==> src/rtl/maze_walk_controller.sv <==
// maze_walk_controller
// Per-frame sequencer for the maze path-finder agent. Runs datapath
// calibration, then probes the window/edge datapath once per video frame and
// moves the agent one step per frame according to the open-direction report.
//
// Ports
//   clk, reset          system clock, asynchronous active-low reset
//   mode[1:0]           00 idle, 01 run, 10 pause, 11 restart
//   video_frame_valid   high during the active frame
//   params_valid        calibration result strobe (start/end coordinates)
//   start_x/y, end_x/y  calibration result, 10 bits each
//   step_valid          probe answer strobe
//   step_dirs[3:0]      open directions {down,left,up,right}
//   calib_en            datapath calibration enable
//   probe_req           one-cycle probe request at the current pose
//   cur_x/y, cur_dir    agent pose and one-hot heading
//   state[2:0]          controller state (see table below)
//   goal_reached, lost  sticky status flags
//   frame_cnt[9:0]      frames spent in TRACK, wraps
//
// state | meaning
// ------+---------------------------------------------------------------
// IDLE  | waiting for run mode
// CALIB | datapath calibrating; counting consecutive frames with params
// ARM   | one cycle: load start pose, validate start/end coordinates
// TRACK | probe each frame, step the agent at each frame end
// DONE  | goal captured (terminal until idle/restart)
// LOST  | bad coordinates, dead end, wall hit or probe timeout (terminal)

module maze_walk_controller #(
  parameter int STEP_H         = 8,
  parameter int STEP_V         = 4,
  parameter int MAX_X          = 701,
  parameter int MAX_Y          = 287,
  parameter int GOAL_TOL       = 6,
  parameter int CALIB_FRAMES   = 3,
  parameter int TIMEOUT_FRAMES = 4
) (
  input  logic       clk,
  input  logic       reset,
  input  logic [1:0] mode,
  input  logic       video_frame_valid,
  input  logic       params_valid,
  input  logic [9:0] start_x,
  input  logic [9:0] start_y,
  input  logic [9:0] end_x,
  input  logic [9:0] end_y,
  input  logic       step_valid,
  input  logic [3:0] step_dirs,
  output logic       calib_en,
  output logic       probe_req,
  output logic [9:0] cur_x,
  output logic [9:0] cur_y,
  output logic [3:0] cur_dir,
  output logic [2:0] state,
  output logic       goal_reached,
  output logic       lost,
  output logic [9:0] frame_cnt
);

  typedef enum logic [2:0] {
    S_IDLE  = 3'd0,
    S_CALIB = 3'd1,
    S_ARM   = 3'd2,
    S_TRACK = 3'd3,
    S_DONE  = 3'd4,
    S_LOST  = 3'd5
  } state_t;

  localparam logic signed [10:0] SH     = 11'(STEP_H);
  localparam logic signed [10:0] SV     = 11'(STEP_V);
  localparam logic signed [10:0] MXS    = 11'(MAX_X);
  localparam logic signed [10:0] MYS    = 11'(MAX_Y);
  localparam logic signed [10:0] TOL    = 11'(GOAL_TOL);
  localparam logic [9:0]         MAXX_U = 10'(MAX_X);
  localparam logic [9:0]         MAXY_U = 10'(MAX_Y);
  localparam logic [3:0]         CAL_N  = 4'(CALIB_FRAMES);
  localparam logic [3:0]         TO_N   = 4'(TIMEOUT_FRAMES);

  state_t     state_q, state_d;
  logic       vfv_ok_q, vfv_ok_d;
  logic       vfv_q, vfv_d;
  logic       fs_q, fs_d;
  logic       fe_q, fe_d;
  logic [3:0] cal_cnt_q, cal_cnt_d;
  logic [3:0] miss_cnt_q, miss_cnt_d;
  logic       params_seen_q, params_seen_d;
  logic       outstanding_q, outstanding_d;
  logic       answered_q, answered_d;
  logic [3:0] dirs_q, dirs_d;
  logic [9:0] sx_q, sx_d, sy_q, sy_d, ex_q, ex_d, ey_q, ey_d;
  logic [9:0] cur_x_q, cur_x_d, cur_y_q, cur_y_d;
  logic [3:0] cur_dir_q, cur_dir_d;
  logic       goal_q, goal_d;
  logic       lost_q, lost_d;
  logic [9:0] frame_cnt_q, frame_cnt_d;

  // Direction choice and candidate pose for the current frame end.
  logic [3:0]        rev, dirs_use, cand, new_dir;
  logic              dead, step_take, oob, at_goal;
  logic signed [10:0] x_s, y_s, nx, ny, dx, dy, adx, ady;

  always_comb begin
    rev       = {cur_dir_q[1], cur_dir_q[0], cur_dir_q[3], cur_dir_q[2]};
    step_take = step_valid && outstanding_q;
    // An answer coinciding with frame end is used for that same frame.
    dirs_use  = step_take ? step_dirs : dirs_q;
    cand      = dirs_use & ~rev;
    dead      = (dirs_use == 4'b0000);
    if ((cur_dir_q & cand) != 4'b0000) new_dir = cur_dir_q;
    else if (cand[3])                   new_dir = 4'b1000;
    else if (cand[2])                   new_dir = 4'b0100;
    else if (cand[1])                   new_dir = 4'b0010;
    else if (cand[0])                   new_dir = 4'b0001;
    else                                new_dir = rev;

    x_s = signed'({1'b0, cur_x_q});
    y_s = signed'({1'b0, cur_y_q});
    nx  = x_s;
    ny  = y_s;
    case (new_dir)
      4'b1000: ny = y_s + SV;
      4'b0100: nx = x_s - SH;
      4'b0010: ny = y_s - SV;
      4'b0001: nx = x_s + SH;
      default: ;
    endcase
    oob = (nx < 11'sd0) || (nx > MXS) || (ny < 11'sd0) || (ny > MYS);

    dx      = nx - signed'({1'b0, ex_q});
    dy      = ny - signed'({1'b0, ey_q});
    adx     = (dx < 11'sd0) ? -dx : dx;
    ady     = (dy < 11'sd0) ? -dy : dy;
    at_goal = (adx <= TOL) && (ady <= TOL);
  end

  always_comb begin
    // The first cycle after reset only loads vfv_q, so a frame that is
    // already high is not taken as a frame start.
    vfv_ok_d      = 1'b1;
    vfv_d         = video_frame_valid;
    fs_d          = vfv_ok_q & video_frame_valid & ~vfv_q;
    fe_d          = vfv_ok_q & ~video_frame_valid & vfv_q;
    state_d       = state_q;
    cal_cnt_d     = cal_cnt_q;
    miss_cnt_d    = miss_cnt_q;
    params_seen_d = params_seen_q;
    outstanding_d = outstanding_q;
    answered_d    = answered_q;
    dirs_d        = dirs_q;
    sx_d          = sx_q;
    sy_d          = sy_q;
    ex_d          = ex_q;
    ey_d          = ey_q;
    cur_x_d       = cur_x_q;
    cur_y_d       = cur_y_q;
    cur_dir_d     = cur_dir_q;
    goal_d        = goal_q;
    lost_d        = lost_q;
    frame_cnt_d   = frame_cnt_q;

    case (mode)
      2'b00: state_d = S_IDLE;
      2'b11: begin
        state_d       = S_CALIB;
        goal_d        = 1'b0;
        lost_d        = 1'b0;
        frame_cnt_d   = 10'd0;
        cal_cnt_d     = 4'd0;
        miss_cnt_d    = 4'd0;
        params_seen_d = 1'b0;
        outstanding_d = 1'b0;
        answered_d    = 1'b0;
      end
      2'b10: ;
      default: begin
        case (state_q)
          S_IDLE: begin
            state_d       = S_CALIB;
            cal_cnt_d     = 4'd0;
            params_seen_d = 1'b0;
          end
          S_CALIB: begin
            if (params_valid) begin
              sx_d          = start_x;
              sy_d          = start_y;
              ex_d          = end_x;
              ey_d          = end_y;
              params_seen_d = 1'b1;
            end
            if (fe_q) begin
              params_seen_d = 1'b0;
              if (params_seen_q || params_valid) begin
                cal_cnt_d = cal_cnt_q + 4'd1;
                if (cal_cnt_q + 4'd1 >= CAL_N) state_d = S_ARM;
              end else begin
                cal_cnt_d = 4'd0;
              end
            end
          end
          S_ARM: begin
            cur_x_d       = sx_q;
            cur_y_d       = sy_q;
            cur_dir_d     = 4'b1000;
            frame_cnt_d   = 10'd0;
            miss_cnt_d    = 4'd0;
            outstanding_d = 1'b0;
            answered_d    = 1'b0;
            if ((sx_q > MAXX_U) || (sy_q > MAXY_U) ||
                (ex_q > MAXX_U) || (ey_q > MAXY_U)) begin
              state_d = S_LOST;
              lost_d  = 1'b1;
            end else begin
              state_d = S_TRACK;
            end
          end
          S_TRACK: begin
            if (step_take) begin
              dirs_d        = step_dirs;
              answered_d    = 1'b1;
              outstanding_d = 1'b0;
            end
            if (fs_q) outstanding_d = 1'b1;
            if (fe_q) begin
              frame_cnt_d   = frame_cnt_q + 10'd1;
              outstanding_d = 1'b0;
              answered_d    = 1'b0;
              if (outstanding_q && !step_valid) begin
                miss_cnt_d = miss_cnt_q + 4'd1;
                if (miss_cnt_q + 4'd1 >= TO_N) begin
                  state_d = S_LOST;
                  lost_d  = 1'b1;
                end
              end else if (step_take || answered_q) begin
                miss_cnt_d = 4'd0;
                if (dead) begin
                  state_d = S_LOST;
                  lost_d  = 1'b1;
                end else begin
                  cur_dir_d = new_dir;
                  if (oob) begin
                    state_d = S_LOST;
                    lost_d  = 1'b1;
                  end else begin
                    cur_x_d = nx[9:0];
                    cur_y_d = ny[9:0];
                    if (at_goal) begin
                      state_d = S_DONE;
                      goal_d  = 1'b1;
                    end
                  end
                end
              end
            end
          end
          S_DONE, S_LOST: ;
          default: state_d = S_IDLE;
        endcase
      end
    endcase
  end

  always_ff @(posedge clk or negedge reset) begin
    if (!reset) begin
      state_q       <= S_IDLE;
      vfv_ok_q      <= 1'b0;
      vfv_q         <= 1'b0;
      fs_q          <= 1'b0;
      fe_q          <= 1'b0;
      cal_cnt_q     <= 4'd0;
      miss_cnt_q    <= 4'd0;
      params_seen_q <= 1'b0;
      outstanding_q <= 1'b0;
      answered_q    <= 1'b0;
      dirs_q        <= 4'd0;
      sx_q          <= 10'd0;
      sy_q          <= 10'd0;
      ex_q          <= 10'd0;
      ey_q          <= 10'd0;
      cur_x_q       <= 10'd0;
      cur_y_q       <= 10'd0;
      cur_dir_q     <= 4'b1000;
      goal_q        <= 1'b0;
      lost_q        <= 1'b0;
      frame_cnt_q   <= 10'd0;
    end else begin
      state_q       <= state_d;
      vfv_ok_q      <= vfv_ok_d;
      vfv_q         <= vfv_d;
      fs_q          <= fs_d;
      fe_q          <= fe_d;
      cal_cnt_q     <= cal_cnt_d;
      miss_cnt_q    <= miss_cnt_d;
      params_seen_q <= params_seen_d;
      outstanding_q <= outstanding_d;
      answered_q    <= answered_d;
      dirs_q        <= dirs_d;
      sx_q          <= sx_d;
      sy_q          <= sy_d;
      ex_q          <= ex_d;
      ey_q          <= ey_d;
      cur_x_q       <= cur_x_d;
      cur_y_q       <= cur_y_d;
      cur_dir_q     <= cur_dir_d;
      goal_q        <= goal_d;
      lost_q        <= lost_d;
      frame_cnt_q   <= frame_cnt_d;
    end
  end

  assign calib_en     = (state_q == S_CALIB);
  assign probe_req    = fs_q && (state_q == S_TRACK) && (mode == 2'b01);
  assign cur_x        = cur_x_q;
  assign cur_y        = cur_y_q;
  assign cur_dir      = cur_dir_q;
  assign state        = state_q;
  assign goal_reached = goal_q;
  assign lost         = lost_q;
  assign frame_cnt    = frame_cnt_q;

endmodule

==> config.mk <==
export PLATFORM = sky130hd
export DESIGN_NAME = maze_walk_controller
export DESIGN_NICKNAME = d
export VERILOG_FILES = /design/src/rtl/maze_walk_controller.sv
export SDC_FILE = /design/constraint.sdc
export NUM_CORES = 1
export LEC_CHECK = 0
export CAP_MARGIN = 20
export CORE_MARGIN = 2
export CORE_UTILIZATION = 33
export CTS_CLUSTER_SIZE = 24
export DETAILED_ROUTE_END_ITERATION = 12
export PLACE_DENSITY = 0.55
export REMOVE_ABC_BUFFERS = 1
export SLEW_MARGIN = 20
export SYNTH_ARGS = -nofsm -noshare
export SYNTH_HDL_FRONTEND = slang
export SYNTH_SLANG_ARGS = --single-unit
==> constraint.sdc <==
create_clock -name clk -period 6.09 [get_ports clk]
set_input_delay 0.9135 -clock clk [delete_from_list [all_inputs] [get_ports clk]]
set_output_delay 0.9135 -clock clk [all_outputs]
set_load 0.02 [all_outputs]
Yosys cells after proc, flatten, opt, wreduce, memory -nomap -nowiden --
Cells that the tools add are included.
Storage, ports and cells: input bits 51, output and inout port bits 41, word-level logic and storage cells 218, register bits 98
Cells by class: reduce and logical (&&, ||, !) cells 41, $lt $le $gt $ge 14, equal/unequal tests 37, multiplexer cells 82, add/sub/neg operators 11, bitwise logic cells 12
Operators with widths (number):
- $mux 10 | 11
- $pmux 10 s2 | 4
- $mux 4 | 15
- $lt 11x1->1 const B | 4
- $pmux 11 s2 | 2
- $pmux 4 s2 | 5
- $mux 3 | 11
- $le 11x4->1 const B | 2
- $mux 11 | 2
- $neg 11->11 | 2
- $sub 11x11->11 | 2
- $mux 1 | 21
- $gt 10x10->1 const B | 2
- $gt 10x9->1 const B | 2
- $pmux 1 s2 | 9
- $reduce_and 3->1 | 6
- $pmux 3 s5 | 1
- $reduce_and 7->1 | 2
- $ne 4x1->1 const B | 3
- $ne 4x3->1 const B | 3
- $add 10x3->11 const B | 1
- $add 10x4->11 const B | 1
- $gt 11x10->1 const B | 1
- $gt 11x11->1 const B | 1
- 45 further kinds | 84

Depth between registers and ports, before layout --
word-level depth 23, gate-level depth with buffers 25, depth with buffers taken out 23

Least setup slack after synthesis --
Ideal clock, no wire load.
kind input -> register, start point in step_valid, end point reg state_q[0] (netlist: state[0]), buffers on the path 2, arrival time 5915 ps, setup slack 32 ps, required time 5947 ps, stages on the path 24, library setup time 143 ps, path through buf_6 and3_1 o211ai_2 nand4_2 mux2i_1 a31o_2 nor3_1 ha_1 a21o_1 a21oi_1 xnor2_1 nand2_1 o21ai_0 ha_1 clkbuf_1 or4b_2 o31ai_1 a41o_1 nand2_1 a2111oi_0 o2111ai_1 o211ai_1 a41o_1 o211ai_1
On the way: cells in the longest elaborated chain, start to end 21, elaborated cells on any way between the ends 49, those cells by class add/sub: 4; order compare: 8; eq/ne: 7; mux: 17; bitwise: 2; reduce/logical: 11
RTL lines:
- from (decl) | RTL line 48 | input logic step_valid,
- parallel branches: the longest is 21 deep, another holds $sub 11x11->11
- to (signal assigned) | RTL line 287 | state_q <= state_d;
- to (decl) | RTL line 80 | state_t state_q, state_d;
Parallel ways; which one is timed is not known. The select of a mux whose other input is x is not followed. A chain may end at the register's enable or synchronous reset.

Worst setup path after layout --
start point in step_dirs[1], end point reg state_q[0] (netlist: state[0])
On the way: cells in the longest elaborated chain, start to end 19, elaborated cells on any way between the ends 42, those cells by class add/sub: 4; order compare: 8; eq/ne: 5; mux: 16; bitwise: 2; reduce/logical: 7
RTL lines:
- from (decl) | RTL line 49 | input logic [3:0] step_dirs,
- $mux 4 *
- parallel branches: the longest is 18 deep, another holds $sub 11x11->11
Mark *: on every way between the ends. The select of a mux whose other input is x is not followed.

==> flow_summary_export.csv <==
group,metric,value,unit
status,status,"completed",
floorplanning,dieHeight,153.8,µm
flow_run,drv_cap,0,
yosys,synthMostInstantiatedCell,"dfrtp_1",
clocking,ctsHoldBuffers,0,
placement,routabilityCongestion,0.8713,
floorplanning,placeableCoreArea,21960,µm²
cells_and_area,finish.cell_count_without_fillers,1303,
clocking,clockBufferDepth,2,
routing,antenna_left,0,
critical_path,worst-endpoint-required,6.32,ns
cells_and_area,num_antenna_cells,0,
yosys,postSynthAreaPerCell,8.912,µm²
timing,final_hold_viol_count,0,
routing,detailedRoute.firstIterationViolations,457,
routing,wl_met1,10520,µm
routing,routed.top_layer,"met4",
yosys,synthCells,831,
critical_path,startpoint_type,"input port",
timing,timing.slew.headroom,42.02,%
yosys,post_synth_main_area_contributors,"dfrtp_1 33%, ha_1 7.3%, mux2_2 5.2%",
yosys,synth.ff_latch_count,98,
critical_path,crit_path_max_fanout,6,
cells_and_area,final_area,9953,µm²
timing,worstMarginPinSlew,0.8664,ns
routing,met2_wirelength,9680,µm
critical_path,crit_path_capture_type,"flip-flop",
global_routing,grt_max_degree,54,
yosys,synthArstFlopShare,100.0,%
clocking,cts_root_buf,"clkbuf_16",
floorplanning,die-area,23660,µm²
critical_path,worstPathArrival,6.04,ns
yosys,synthesis.yosys.warnings,0,
yosys,netlist-cell-type-count,85,
placement,post_dp_cell_area,9348,µm²
routing,first_pass_iters,5,
floorplanning,ioPinCount,92,
placement,dp.cells,1282,
cells_and_area,area_delta_synth_final,34.40,%
timing,min_period_over_period,95.53,%
clocking,clock_tree_from_tritoncts,"done",
yosys,synth_edf_count,0,
routing,dr_total_vias,6794,
timing,maxClockFrequency,0.1719,GHz
yosys,yosysTopAreaCell,"dfrtp_1",
routing,avgRoutedWirePerCell,16.11,µm
routing,route.detailed.drc,0,
routing,routed_wirelength,20990,µm
clocking,cts_inserted_buffers,9,
global_routing,grt_antenna_before_repair,0,
timing,setup_viol,0,
routing,avgViaCountPerCell,5.214,
global_routing,global_route.usage.total,18.19,%
critical_path,timing_worst_setup_path_type,"input port to flip-flop",
clocking,clock_sinks,98,
min_path,min_path_type,"flip-flop to flip-flop",
timing,skew,0.008589,ns
timing,drv_slew,0,
yosys,seq_area_frac_synth,33.13,%
floorplanning,die_width,153.8,µm
placement,dpl_hpwl,16010,µm
yosys,post_synth_instance_area,7406,µm²
timing,period_minus_slack,5.818,ns
routing,met3RoutedLength,559,µm
cells_and_area,design.final.nets,1116,
global_routing,first_global_vias,6832,
yosys,ys_top_cells_by_count,"97 x dfrtp_1, 85 x nand2_1, 69 x o21ai_0",
global_routing,first_pass_grt_wire_length,34980,µm
floorplanning,std_cell_rows,54,
clocking,number_of_h_tree_levels,3,
global_routing,gr-total-overflow,0,
clocking,worst_skew_late_latency,0.36,ns
yosys,synth_top_flop_cell,"dfrtp_1",
cells_and_area,final_layout_size_suffix_gt1_share,22.39,%
clocking,clkSlewWorstSetupHoldPaths,0.08,ns
floorplanning,initial_utilization,33.73,%
yosys,yosysTopAreaCellShare,32.78,%
placement,portBuffers,91,
-- layout make-up --
cell class | instances | area, µm²
Fill cell | 2140 | 12010
Multi-Input combinational cell | 656 | 4888
Sequential cell | 98 | 2454
Timing Repair Buffer | 204 | 1757
Tap cell | 280 | 350.3
Clock buffer | 9 | 225.2
Inverter | 49 | 183.9
Clock inverter | 7 | 95.09
-- flip-flops by register name, indices dropped and copies added, names as in the netlist, 3 cells and up --
| register | cells |
|---|---|
| cal_cnt_q | 4 |
| cur_dir | 4 |
| cur_x | 10 |
| cur_y | 10 |
| dirs_q | 4 |
| ex_q | 10 |
| ey_q | 10 |
| frame_cnt | 10 |
| miss_cnt_q | 4 |
| state | 3 |
| sx_q | 10 |
| sy_q | 10 |
-- metal layers --
layer,up-vias,global-route usage [%]
li1,3425,-
met1,3251,25.74
met2,101,29.52
met3,17,2.283
met4,0,4.717
met5,-,0
-- layout by cell type, fill, tap and decap left out, types with 13 or more instances in the layout --
master,synthesis,layout
mux2_2,34,34
xor2_1,19,17
xnor2_1,16,14
o21a_1,15,15
buf_4,2,114
o21ai_0,69,64
nand3_1,23,22
or3_1,15,14
mux2i_1,25,23
a31oi_1,15,13
ha_1,43,42
nor3_1,22,20
dfrtp_1,97,97
a21oi_1,30,29
nand2b_1,16,16
inv_1,49,49
nand2_1,85,85
nor2_1,48,48
clkdlybuf4s50_1,0,87
-- logic make-up (layout without fill, tap and decap cells) --
kind of cell | count (synthesis) | count (layout) | synth area share [%]
fa+ha+maj | 47 | 47 | 8.346
mux | 63 | 63 | 9.208
other cells | 1 | 1 | 0.05064
compound gates | 234 | 234 | 21.63
buf+inv | 77 | 269 | 4.224
simple gates | 275 | 275 | 19.06
xor+xnor | 36 | 36 | 4.359
flops | 98 | 98 | 33.13
-- critical path, stage by stage --
cell and delay [ns]:
clkdlybuf4s50_1 0.46, and3_4 0.22, o21ai_1 0.17, buf_4 0.18, nand4_1 0.11, a31oi_2 0.32
nor3_2 0.08, buf_4 0.16, buf_4 0.13, fa_2 0.34, a21o_1 0.18, a211o_1 0.31
a21oi_2 0.19, xnor2_2 0.15, nand2_1 0.09, o21ai_2 0.07, ha_1 0.29, a21oi_1 0.16
o21ai_1 0.09, xor2_1 0.16, or3_1 0.38, or3_1 0.37, o211ai_1 0.16, a41o_1 0.27
o211ai_1 0.09
-- final timing paths --
check                              startpoint      endpoint  slack (ns)  depth (start not counted)
min in group asynchronous               reset       sx_q[6]        0.59                          1
worst min-delay path                    vfv_q          fs_q        0.43                          1
max in group asynchronous               reset  frame_cnt[5]        4.37                          2
worst max-delay path             step_dirs[1]      state[0]        0.27                         25
worst max register to register  outstanding_q      state[0]        0.50                         24
worst min register to register          vfv_q          fs_q        0.43                          1
-- through the flow --
stage,worst slack [ns],utilization (%),hold slack [ns],TNS [ns]
floorplan,0.1366,-,0.4004,0
global placement,-0.4608,42.57,0.4188,-1.685
detailed placement,-0.5351,42.57,0.4315,-1.991
CTS,0.04653,44.09,0.4348,0
global route,-0.05629,45.33,0.4578,-0.06989
finish,0.2721,45.33,0.4317,0
-- timing repair --
action / in CTS / in global routing
setup endpoints to repair: 4 / 4
gates resized for setup: 3 / 51
buffers inserted: 0 / 5
pin swaps: 0 / 23
Power is left out: the tool's default activity adds up to more than one toggle a clock period on the data nets, which glitch-free logic cannot reach.
